### src/rtl/pipe_front_regs.sv
//------------------------------------------------------------------------------
// Module  : pipe_front_regs
// Brief   : Fetch PC, IF/ID and ID/EX pipeline registers with stall, flush and
//           redirect, plus execute-stage operand forwarding muxes.
// Revision: 1.0 - initial release
//------------------------------------------------------------------------------
`default_nettype none

module pipe_front_regs #(
  parameter logic [31:0] RESET_PC  = 32'h0000_0000,
  parameter int          CTRL_W    = 16,
  parameter logic [31:0] NOP_INSTR = 32'h0000_0013
) (
  input  logic              clk_i,
  input  logic              rst_i,
  input  logic [31:0]       instr_f_i,
  input  logic              pc_src_e_i,
  input  logic [31:0]       pc_target_e_i,
  input  logic              stall_f_i,
  input  logic              stall_d_i,
  input  logic              flush_d_i,
  input  logic              flush_e_i,
  input  logic [1:0]        forward_a_e_i,
  input  logic [1:0]        forward_b_e_i,
  input  logic [31:0]       rd1_d_i,
  input  logic [31:0]       rd2_d_i,
  input  logic [31:0]       imm_ext_d_i,
  input  logic [CTRL_W-1:0] ctrl_d_i,
  input  logic [31:0]       alu_result_m_i,
  input  logic [31:0]       result_w_i,
  output logic [31:0]       pc_f_o,
  output logic [31:0]       instr_d_o,
  output logic [31:0]       pc_d_o,
  output logic [31:0]       pc_plus4_d_o,
  output logic [4:0]        rs1_d_o,
  output logic [4:0]        rs2_d_o,
  output logic [4:0]        rs1_e_o,
  output logic [4:0]        rs2_e_o,
  output logic [4:0]        rd_e_o,
  output logic [31:0]       pc_e_o,
  output logic [31:0]       pc_plus4_e_o,
  output logic [31:0]       imm_ext_e_o,
  output logic [CTRL_W-1:0] ctrl_e_o,
  output logic [31:0]       src_a_e_o,
  output logic [31:0]       write_data_e_o,
  output logic              valid_d_o,
  output logic              valid_e_o
);

  localparam logic [1:0] FWD_RF = 2'b00;
  localparam logic [1:0] FWD_W  = 2'b01;
  localparam logic [1:0] FWD_M  = 2'b10;

  logic [31:0]       pc_q,       pc_d;
  logic [31:0]       instr_dq_q, instr_dq_d;
  logic [31:0]       pc_dq_q,    pc_dq_d;
  logic [31:0]       pc4_dq_q,   pc4_dq_d;
  logic              vld_dq_q,   vld_dq_d;
  logic [4:0]        rs1_eq_q,   rs1_eq_d;
  logic [4:0]        rs2_eq_q,   rs2_eq_d;
  logic [4:0]        rd_eq_q,    rd_eq_d;
  logic [31:0]       rd1_eq_q,   rd1_eq_d;
  logic [31:0]       rd2_eq_q,   rd2_eq_d;
  logic [31:0]       imm_eq_q,   imm_eq_d;
  logic [CTRL_W-1:0] ctrl_eq_q,  ctrl_eq_d;
  logic [31:0]       pc_eq_q,    pc_eq_d;
  logic [31:0]       pc4_eq_q,   pc4_eq_d;
  logic              vld_eq_q,   vld_eq_d;

  logic [31:0] w_pc_plus4;

  assign w_pc_plus4 = pc_q + 32'd4;

  always_comb begin
    // Redirect outranks stall so a resolved branch is never dropped.
    pc_d = w_pc_plus4;
    if (pc_src_e_i) begin
      pc_d = pc_target_e_i;
    end else if (stall_f_i) begin
      pc_d = pc_q;
    end

    instr_dq_d = instr_f_i;
    pc_dq_d    = pc_q;
    pc4_dq_d   = w_pc_plus4;
    vld_dq_d   = 1'b1;
    if (flush_d_i) begin
      instr_dq_d = NOP_INSTR;
      pc_dq_d    = 32'd0;
      pc4_dq_d   = 32'd0;
      vld_dq_d   = 1'b0;
    end else if (stall_d_i) begin
      instr_dq_d = instr_dq_q;
      pc_dq_d    = pc_dq_q;
      pc4_dq_d   = pc4_dq_q;
      vld_dq_d   = vld_dq_q;
    end

    rs1_eq_d  = instr_dq_q[19:15];
    rs2_eq_d  = instr_dq_q[24:20];
    rd_eq_d   = instr_dq_q[11:7];
    rd1_eq_d  = rd1_d_i;
    rd2_eq_d  = rd2_d_i;
    imm_eq_d  = imm_ext_d_i;
    ctrl_eq_d = ctrl_d_i;
    pc_eq_d   = pc_dq_q;
    pc4_eq_d  = pc4_dq_q;
    vld_eq_d  = vld_dq_q;
    // A bubble zeroes rd so no forwarding or load-use compare can hit it.
    if (flush_e_i) begin
      rs1_eq_d  = 5'd0;
      rs2_eq_d  = 5'd0;
      rd_eq_d   = 5'd0;
      rd1_eq_d  = 32'd0;
      rd2_eq_d  = 32'd0;
      imm_eq_d  = 32'd0;
      ctrl_eq_d = '0;
      pc_eq_d   = 32'd0;
      pc4_eq_d  = 32'd0;
      vld_eq_d  = 1'b0;
    end
  end

  always_ff @(posedge clk_i) begin
    if (rst_i) begin
      pc_q       <= RESET_PC;
      instr_dq_q <= NOP_INSTR;
      pc_dq_q    <= 32'd0;
      pc4_dq_q   <= 32'd0;
      vld_dq_q   <= 1'b0;
      rs1_eq_q   <= 5'd0;
      rs2_eq_q   <= 5'd0;
      rd_eq_q    <= 5'd0;
      rd1_eq_q   <= 32'd0;
      rd2_eq_q   <= 32'd0;
      imm_eq_q   <= 32'd0;
      ctrl_eq_q  <= '0;
      pc_eq_q    <= 32'd0;
      pc4_eq_q   <= 32'd0;
      vld_eq_q   <= 1'b0;
    end else begin
      pc_q       <= pc_d;
      instr_dq_q <= instr_dq_d;
      pc_dq_q    <= pc_dq_d;
      pc4_dq_q   <= pc4_dq_d;
      vld_dq_q   <= vld_dq_d;
      rs1_eq_q   <= rs1_eq_d;
      rs2_eq_q   <= rs2_eq_d;
      rd_eq_q    <= rd_eq_d;
      rd1_eq_q   <= rd1_eq_d;
      rd2_eq_q   <= rd2_eq_d;
      imm_eq_q   <= imm_eq_d;
      ctrl_eq_q  <= ctrl_eq_d;
      pc_eq_q    <= pc_eq_d;
      pc4_eq_q   <= pc4_eq_d;
      vld_eq_q   <= vld_eq_d;
    end
  end

  always_comb begin
    case (forward_a_e_i)
      FWD_W:   src_a_e_o = result_w_i;
      FWD_M:   src_a_e_o = alu_result_m_i;
      FWD_RF:  src_a_e_o = rd1_eq_q;
      default: src_a_e_o = rd1_eq_q;
    endcase
    case (forward_b_e_i)
      FWD_W:   write_data_e_o = result_w_i;
      FWD_M:   write_data_e_o = alu_result_m_i;
      FWD_RF:  write_data_e_o = rd2_eq_q;
      default: write_data_e_o = rd2_eq_q;
    endcase
  end

  assign pc_f_o       = pc_q;
  assign instr_d_o    = instr_dq_q;
  assign pc_d_o       = pc_dq_q;
  assign pc_plus4_d_o = pc4_dq_q;
  assign valid_d_o    = vld_dq_q;
  assign rs1_d_o      = instr_dq_q[19:15];
  assign rs2_d_o      = instr_dq_q[24:20];
  assign rs1_e_o      = rs1_eq_q;
  assign rs2_e_o      = rs2_eq_q;
  assign rd_e_o       = rd_eq_q;
  assign pc_e_o       = pc_eq_q;
  assign pc_plus4_e_o = pc4_eq_q;
  assign imm_ext_e_o  = imm_eq_q;
  assign ctrl_e_o     = ctrl_eq_q;
  assign valid_e_o    = vld_eq_q;

endmodule

`default_nettype wire

### config.mk
export PLATFORM = sky130hd
export DESIGN_NAME = pipe_front_regs
export DESIGN_NICKNAME = d
export VERILOG_FILES = /design/src/rtl/pipe_front_regs.sv
export SDC_FILE = /design/constraint.sdc
export NUM_CORES = 1
export LEC_CHECK = 0
export CAP_MARGIN = 15
export CORE_AREA = 2 2 225 227
export DETAILED_ROUTE_END_ITERATION = 10
export DIE_AREA = 0 0 227 229
export PLACE_DENSITY = 0.52
export SKIP_LAST_GASP = 1
export SYNTH_ARGS = -nofsm -noshare
export SYNTH_HDL_FRONTEND = slang
export SYNTH_SLANG_ARGS = --single-unit
### constraint.sdc
create_clock -name clk_i -period 3.2 [get_ports clk_i]
set_input_delay 0.64 -clock clk_i [delete_from_list [all_inputs] [get_ports clk_i]]
set_output_delay 0.64 -clock clk_i [all_outputs]
set_load 0.02 [all_outputs]
==> summary.md, run 1 <==
| Metric | Value |
|---|---|
| Fin. max-slew vios | `0` |
| Total GRT Usage | `0.202` |
| Initial Util | `0.241` |
| Grt total ovfl | `0` |
| Cts bufs inserted | `40` |
| DRC errors left | `0` |
| DP Cell Count | `2,485` |
| Final setup margin | `0.0487 ns` |
| Leak Pwr | `8.04 nW` |
| Unrepaired setup endpoints after global routing | `false` |
| Max clock buf depth | `3` |
| Final Util | `0.411` |
| DRT iter0 DRCs | `around 530` |
| Worst Path Required | `2.56 ns` |
| Fin nets | `2,111` |
| Post-DP HPWL | `41,900 µm` |
| Net count after synthesis | `roughly 1,500` |
| HP Class | `in2reg` |
| CP startpoint kind | `primary input` |
| Crit. End Element | `output pin` |
| Die Ht | `~230 µm` |
| Number of global-route vias before repair | `11,336` |
| Period utilization | `0.985` |
| CTS Hold Bufs | `0` |
| Final Hold Fails | `0` |
| Setup TNS | `0 ns` |
| Layout area overhead | `70.3%` |
| Mapped Area | `12,000 µm²` |
| CP max FO | `24` |
| Root Buffer Master | `clkbuf_16` |
| Resized cells post-CTS | `8` |
| WL final | `54,300 µm` |
| Via count | `~11,000` |
| # setup viols final | `0` |
| Status | `finished, final reports clean` |
| Crit path DAT | `approximately 2.5 ns` |
| CTS clk-pin slew, worst paths | `0.06 ns` |
| Clk Latency, worst-skew pair | `0.55 ns` |
| Sequential Area | `between 6000 and 7000 µm²` |
| Post-Layout Cell Count | `2,561` |
| Mapped Avg Cell Area | `9.33 µm²` |
| # rows | `82` |
| Cell taking the most area after synthesis | `dfxtp_1` |
| P per Cell Area | `512 nW/µm²` |
| # IOs | `582` |
| GPL Wtd Cong | `0.857` |
| Port bufs | `around 580` |
| Post-route antenna net violation count | `0` |
| Tmin final | `3.15 ns` |
| Maximum number of pins on one net before global-route repair | `89` |
| Maximum vdd drop | `0.000354 V` |
| Post-DR vias/cell | `4.37` |
| Clock sinks | `317` |
| Ranking of synthesized cells by area | `dfxtp_1, and2_1, mux2i_1, a22oi_1, o21ai_0` |
| FILL cells | `4,985` |
| Die ar. | `52,000 µm²` |
| Syn Inst Count | `1,285` |
| TritonCTS clock tree | `built` |
| Yosys top cell area share | `0.529` |
| Die width | `227 µm` |
| H-tree level count | `2` |
| Core region area | `49,700 µm²` |
| Crit Path Category | `in2out` |
| Pre-CTS setup slack | `-0.0500 ns` |
| Relative slew slack | `0.426` |
| First-pass GRT wire length | `77,400 µm` |
| Postcts setup bufs | `0` |
| Seq cells post-synth | `317` |
| Seq/Total Area, Yosys | `0.529` |
| Initial antenna violation count | `13` |
| Yosys cell types | `39` |
| Layout cells sized above 1 | `0.0993` |
| Fmax | `317 MHz` |
| Ys Warns | `0` |
| DR pass1 iterations | `5` |
| Worst-Margin Slew | `between 0.8 and 0.9 ns` |
| Max Cap Viol | `0` |
| Wirelength per Cell | `roughly 21 µm` |
| Fin Clk Skew | `0.0160 ns` |
| Multi-input logic area | `5040 µm²` |
synth_stat cells:
cell / n
dfxtp_1: 317
and2_1: 179
nor2_1: 101
nand2_1: 92
clkbuf_1: 91
o21ai_0: 88
mux2i_1: 79
a22oi_1: 64
a21oi_1: 43
nor3_1: 31
xnor2_1: 31
inv_1: 28
xor2_1: 19
nand4_1: 17
buf_4: 16
nand3_1: 16
buf_2: 12
o21a_1: 10
nor2b_1: 8
ha_1: 5
nor4_1: 5
and3_1: 4
or3_1: 4
and4_1: 3
buf_1: 3
a2111oi_0: 2
a21o_1: 2
nand3b_1: 2
nor4b_1: 2
o22ai_1: 2
a211oi_1: 1
and3_2: 1
and4_2: 1
and4b_1: 1
nand4_2: 1
nor3b_1: 1
o31a_1: 1
or2_2: 1
or4_4: 1
final timing paths:
kind | from | end | slack, ns | cells past startpoint
setup / recovery | forward_a_e_i[0] | src_a_e_o[13] | 0.05 | 8
hold / removal | stall_d_i | pc_plus4_d_o[7] | 0.43 | 3
setup reg to reg | pc_f_o[2] | pc_plus4_d_o[30] | 0.76 | 6
hold reg to reg | pc_plus4_d_o[22] | pc_plus4_e_o[22] | 0.46 | 2
sequential cells by signal, indices dropped and copies added (netlist names), 16 cells and up:
register / cells
imm_ext_e_o: 32
pc_d_o: 32
pc_plus4_e_o: 30
pc_f_o: 32
instr_d_o: 32
rd1_eq_q: 32
pc_e_o: 32
rd2_eq_q: 32
ctrl_e_o: 16
pc_plus4_d_o: 30
report_power, final:
group	switching [mW]	internal, mW
Combinational	0.789	0.848
Clock	1.76	2.90
Sequential	0.0923	4.08
Total	2.64	7.82
metrics by stage:
step,area (µm²),hold WS [ns],power [mW]
finish,20400,0.432,10.5
global route,20400,0.420,10.9
CTS,20400,0.391,10.6
detailed placement,19000,0.454,5.90
global placement,19000,0.448,5.90
floorplan,12000,0.484,4.86
layout by cell type, fill, tap and decap left out, drive strengths merged, types with 7 or more instances in the layout:
cell type      instances
nand4                 18
nor2b                  8
nor3                  31
a22oi                 64
clkdlybuf4s50        515
clkbuf                57
mux2i                 79
buf                  116
dfxtp                317
o21ai                 88
a21oi                 43
nand2                 92
and2                 179
nor2                 101
inv                   31
o21a                  10
dlygate4sd2            7
dlymetal6s2s          12
xnor2                 31
xor2                  19
nand3                 16
routing by layer:
metal | track usage | routed length, µm
met1 | 0.207 | 19500
met2 | 0.349 | 26400
met3 | 0.0838 | 5490
met4 | 0.104 | 2840
met5 | 0 | 104
cells by family after synthesis:
kind of cell | Yosys count | synth area share
AOI/OAI and AO/OA | 213 | 0.106
xor gates and xnor gates | 50 | 0.0365
adders and majority gates | 5 | 0.00522
buffers and inverters | 150 | 0.0532
DFF | 317 | 0.529
muxes | 79 | 0.0660
and+or+nand+nor | 471 | 0.204
worst max-delay path, cell delays in order:
cell and delay [ns]:
clkdlybuf4s50_1 0.48, inv_1 0.08, ha_4 0.25, buf_12 0.15, buf_4 0.21, o21ai_0 0.38
buf_4 0.20, buf_12 0.10
cell type report:
| type | instances | area share |
|---|---|---|
| Antenna cell | 5 | 0.000613 |
| Timing Repair Buffer | 650 | 0.329 |
| Clock inverter | 14 | 0.0102 |
| Multi-Input combinational cell | 818 | 0.247 |
| Tap cell | 672 | 0.0412 |
| Clock buffer | 57 | 0.0561 |
| Sequential cell | 317 | 0.311 |
| Inverter | 28 | 0.00515 |
Power figures use the tool's default switching activity.
==> run 2, diff against run 1 <==
- SETUP_SLACK_MARGIN: default -> 0.05
==> run 2 against run 1 <==
Sequential share of layout area is essentially flat. Fmax is essentially flat. Hold slack is essentially flat. Critical endpoint unchanged. Largest cell class unchanged. Highest routed layer unchanged.
==> summary.md, run 2 (synthesis gave the netlist of run 1 again) <==
| Metric | Value |
|---|---|
| Most frequent cells in the layout | `clkdlybuf4s50_1, dfxtp_1, and2_1, nor2_1, nand2_1 (unchanged)` |
| WL final | `54,300 µm (about the same)` |
| Relative slew slack | `0.427 (was 0.426)` |
| Wirelength per Cell | `21.2 µm (about the same)` |
| TritonCTS clock tree | `built (unchanged)` |
| Crit Path Category | `in2out (unchanged)` |
| Switch share | `0.252 (about the same)` |
| Gate power share | `0.156 (was 0.157)` |
| Pint | `7.82 mW (about the same)` |
| Initial Util | `0.241 (unchanged)` |
| CTS clk-pin slew, worst paths | `0.06 ns (about the same)` |
| Tmin final | `3.15 ns (about the same)` |
| Die width | `227 µm (unchanged)` |
| Sw Pwr | `2.64 mW (about the same)` |
| Crit path DAT | `2.51 ns (about the same)` |
| Status | `finished, final reports clean (unchanged)` |
| Core region area | `49,700 µm² (unchanged)` |
| Clock power share | `0.445 (about the same)` |
| Flop pwr share | `0.399 (was 0.398)` |
| Total GRT Usage | `0.202 (about the same)` |
| Setup TNS | `0 ns (unchanged)` |
| Grt total ovfl | `0 (unchanged)` |
| Fin nets | `2,111 (unchanged)` |
| Placed Area | `19,000 µm² (unchanged)` |
| CP startpoint kind | `primary input (unchanged)` |
| Die ar. | `52,000 µm² (unchanged)` |
| DR pass1 iterations | `5 (unchanged)` |
| Fin. max-slew vios | `0 (unchanged)` |
| Crit path largest cell delay | `0.49 ns (was 0.48 ns)` |
| Initial antenna violation count | `13 (unchanged)` |
| Number of global-route vias before repair | `11,346 (was 11,336)` |
| Die Ht | `229 µm (unchanged)` |
| Crit path max-delay family | `buffers and inverters (unchanged)` |
| Worst Path Required | `2.56 ns (about the same)` |
| Layout cells sized above 1 | `0.0998 (was 0.0993)` |
| Worst-Margin Slew | `0.859 ns (was 0.860 ns)` |
| Post-DP HPWL | `41,900 µm (unchanged)` |
| Bufs and invs on worst path | `6 (unchanged)` |
| P per Cell Area | `513 nW/µm² (was 512 nW/µm²)` |
| Leading cell type in the layout, fill and taps excluded | `clkdlybuf4s50_1 (unchanged)` |
| Root Buffer Master | `clkbuf_16 (unchanged)` |
| Final Hold Fails | `0 (unchanged)` |
| H-tree level count | `2 (unchanged)` |
| # rows | `82 (unchanged)` |
| Unrepaired setup endpoints after global routing | `false (unchanged)` |
| Finished Cell Area | `20,400 µm² (about the same)` |
| Crit. End Element | `output pin (unchanged)` |
| Port bufs | `581 (unchanged)` |
| CTS Hold Bufs | `0 (unchanged)` |
| Clk Latency, worst-skew pair | `0.55 ns (about the same)` |
| Max clock buf depth | `3 (unchanged)` |
| Fmax | `317 MHz (about the same)` |
| Critical path, cell by cell | `clkdlybuf4s50_1, inv_1, ha_4, buf_12, buf_4, o21ai_0, buf_4, buf_12 (unchanged)` |
| Layout area overhead | `70.1% (was 70.3%)` |
| # setup viols final | `0 (unchanged)` |
| First-pass GRT wire length | `77,400 µm (about the same)` |
| Post-route antenna net violation count | `0 (unchanged)` |
| Clock sinks | `317 (unchanged)` |
| GPL Wtd Cong | `0.857 (unchanged)` |
| # IOs | `582 (unchanged)` |
| CP max FO | `24 (unchanged)` |
| DRT iter0 DRCs | `565 (was 534)` |
| Leak Pwr | `7.96 nW (was 8.04 nW)` |
| Post-DR vias/cell | `4.35 (was 4.37)` |
| HP Class | `in2reg (unchanged)` |
| Slowest stage cell, crit path | `clkdlybuf4s50_1 (unchanged)` |
| Max Cap Viol | `0 (unchanged)` |
| DRC errors left | `0 (unchanged)` |
| Period utilization | `0.985 (about the same)` |
| Maximum number of pins on one net before global-route repair | `89 (unchanged)` |
| Cts bufs inserted | `40 (unchanged)` |
| Fin Clk Skew | `0.0164 ns (was 0.0160 ns)` |
| Via count | `11,141 (was 11,184)` |
| Maximum vdd drop | `0.000355 V (was 0.000354 V)` |
==> run 2: tightest hold or removal path, stage by stage <==
cell     delay (ns)
buf_4          0.16
nand2_1        0.07
a21oi_1        0.05
==> run 2: per-stage QoR <==
step / utilization / power, mW / hold slack [ns] / instances / setup slack (ns)
after floorplan: - / 4.86 / 0.484 / 1285 / 0.763
after global placement: 0.383 / 5.90 / 0.448 / 2485 / -0.0553
after detailed placement: 0.383 / 5.90 / 0.454 / 2485 / -0.0500
after CTS: 0.410 / 10.6 / 0.391 / 2556 / 0.00468
after global routing: 0.411 / 10.9 / 0.420 / 2558 / 0.0517
final: 0.411 / 10.5 / 0.432 / 2561 / 0.0488
==> run 2: path summary, 6_finish.rpt <==
check	depth (start not counted)	startpoint	slack, ns	end
worst max-delay path	8	forward_a_e_i[0]	0.05	src_a_e_o[13]
worst min-delay path	3	stall_d_i	0.43	pc_plus4_d_o[7]
worst max register to register	6	pc_f_o[2]	0.74	pc_plus4_d_o[30]
worst min register to register	2	pc_plus4_d_o[22]	0.46	pc_plus4_e_o[22]
==> run 2: power groups by stage <==
stage	clock (mW)	combinational (mW)	sequential, mW
after floorplan	0	0.530	4.33
after global placement	0	1.65	4.25
after detailed placement	0	1.65	4.25
after CTS	4.80	1.65	4.17
after global routing	4.96	1.73	4.18
final	4.65	1.64	4.17
==> run 2: cell type report <==
cell class	instances	area (µm²)
sequential	317	6350
tap	672	841
multi-input combinational	818	5040
clock inverter	14	209
inverter	28	105
timing repair buffer	650	6690
fill	4985	29300
clock buffer	57	1150
antenna	5	12.5
==> run 2: routing by layer <==
metal / up-vias / track usage / share of wire
li1: 5428 / - / -
met1: 5160 / 0.207 / 0.36
met2: 415 / 0.348 / 0.49
met3: 122 / 0.0842 / 0.10
met4: 16 / 0.107 / 0.052
met5: - / 0 / 0.0019
==> run 2: what timing repair did <==
| action | CTS | global route |
|---|---|---|
| endpoints found under the setup margin | 26 | 10 |
| setup buffers | 0 | 0 |
| resized for setup | 17 | 10 |
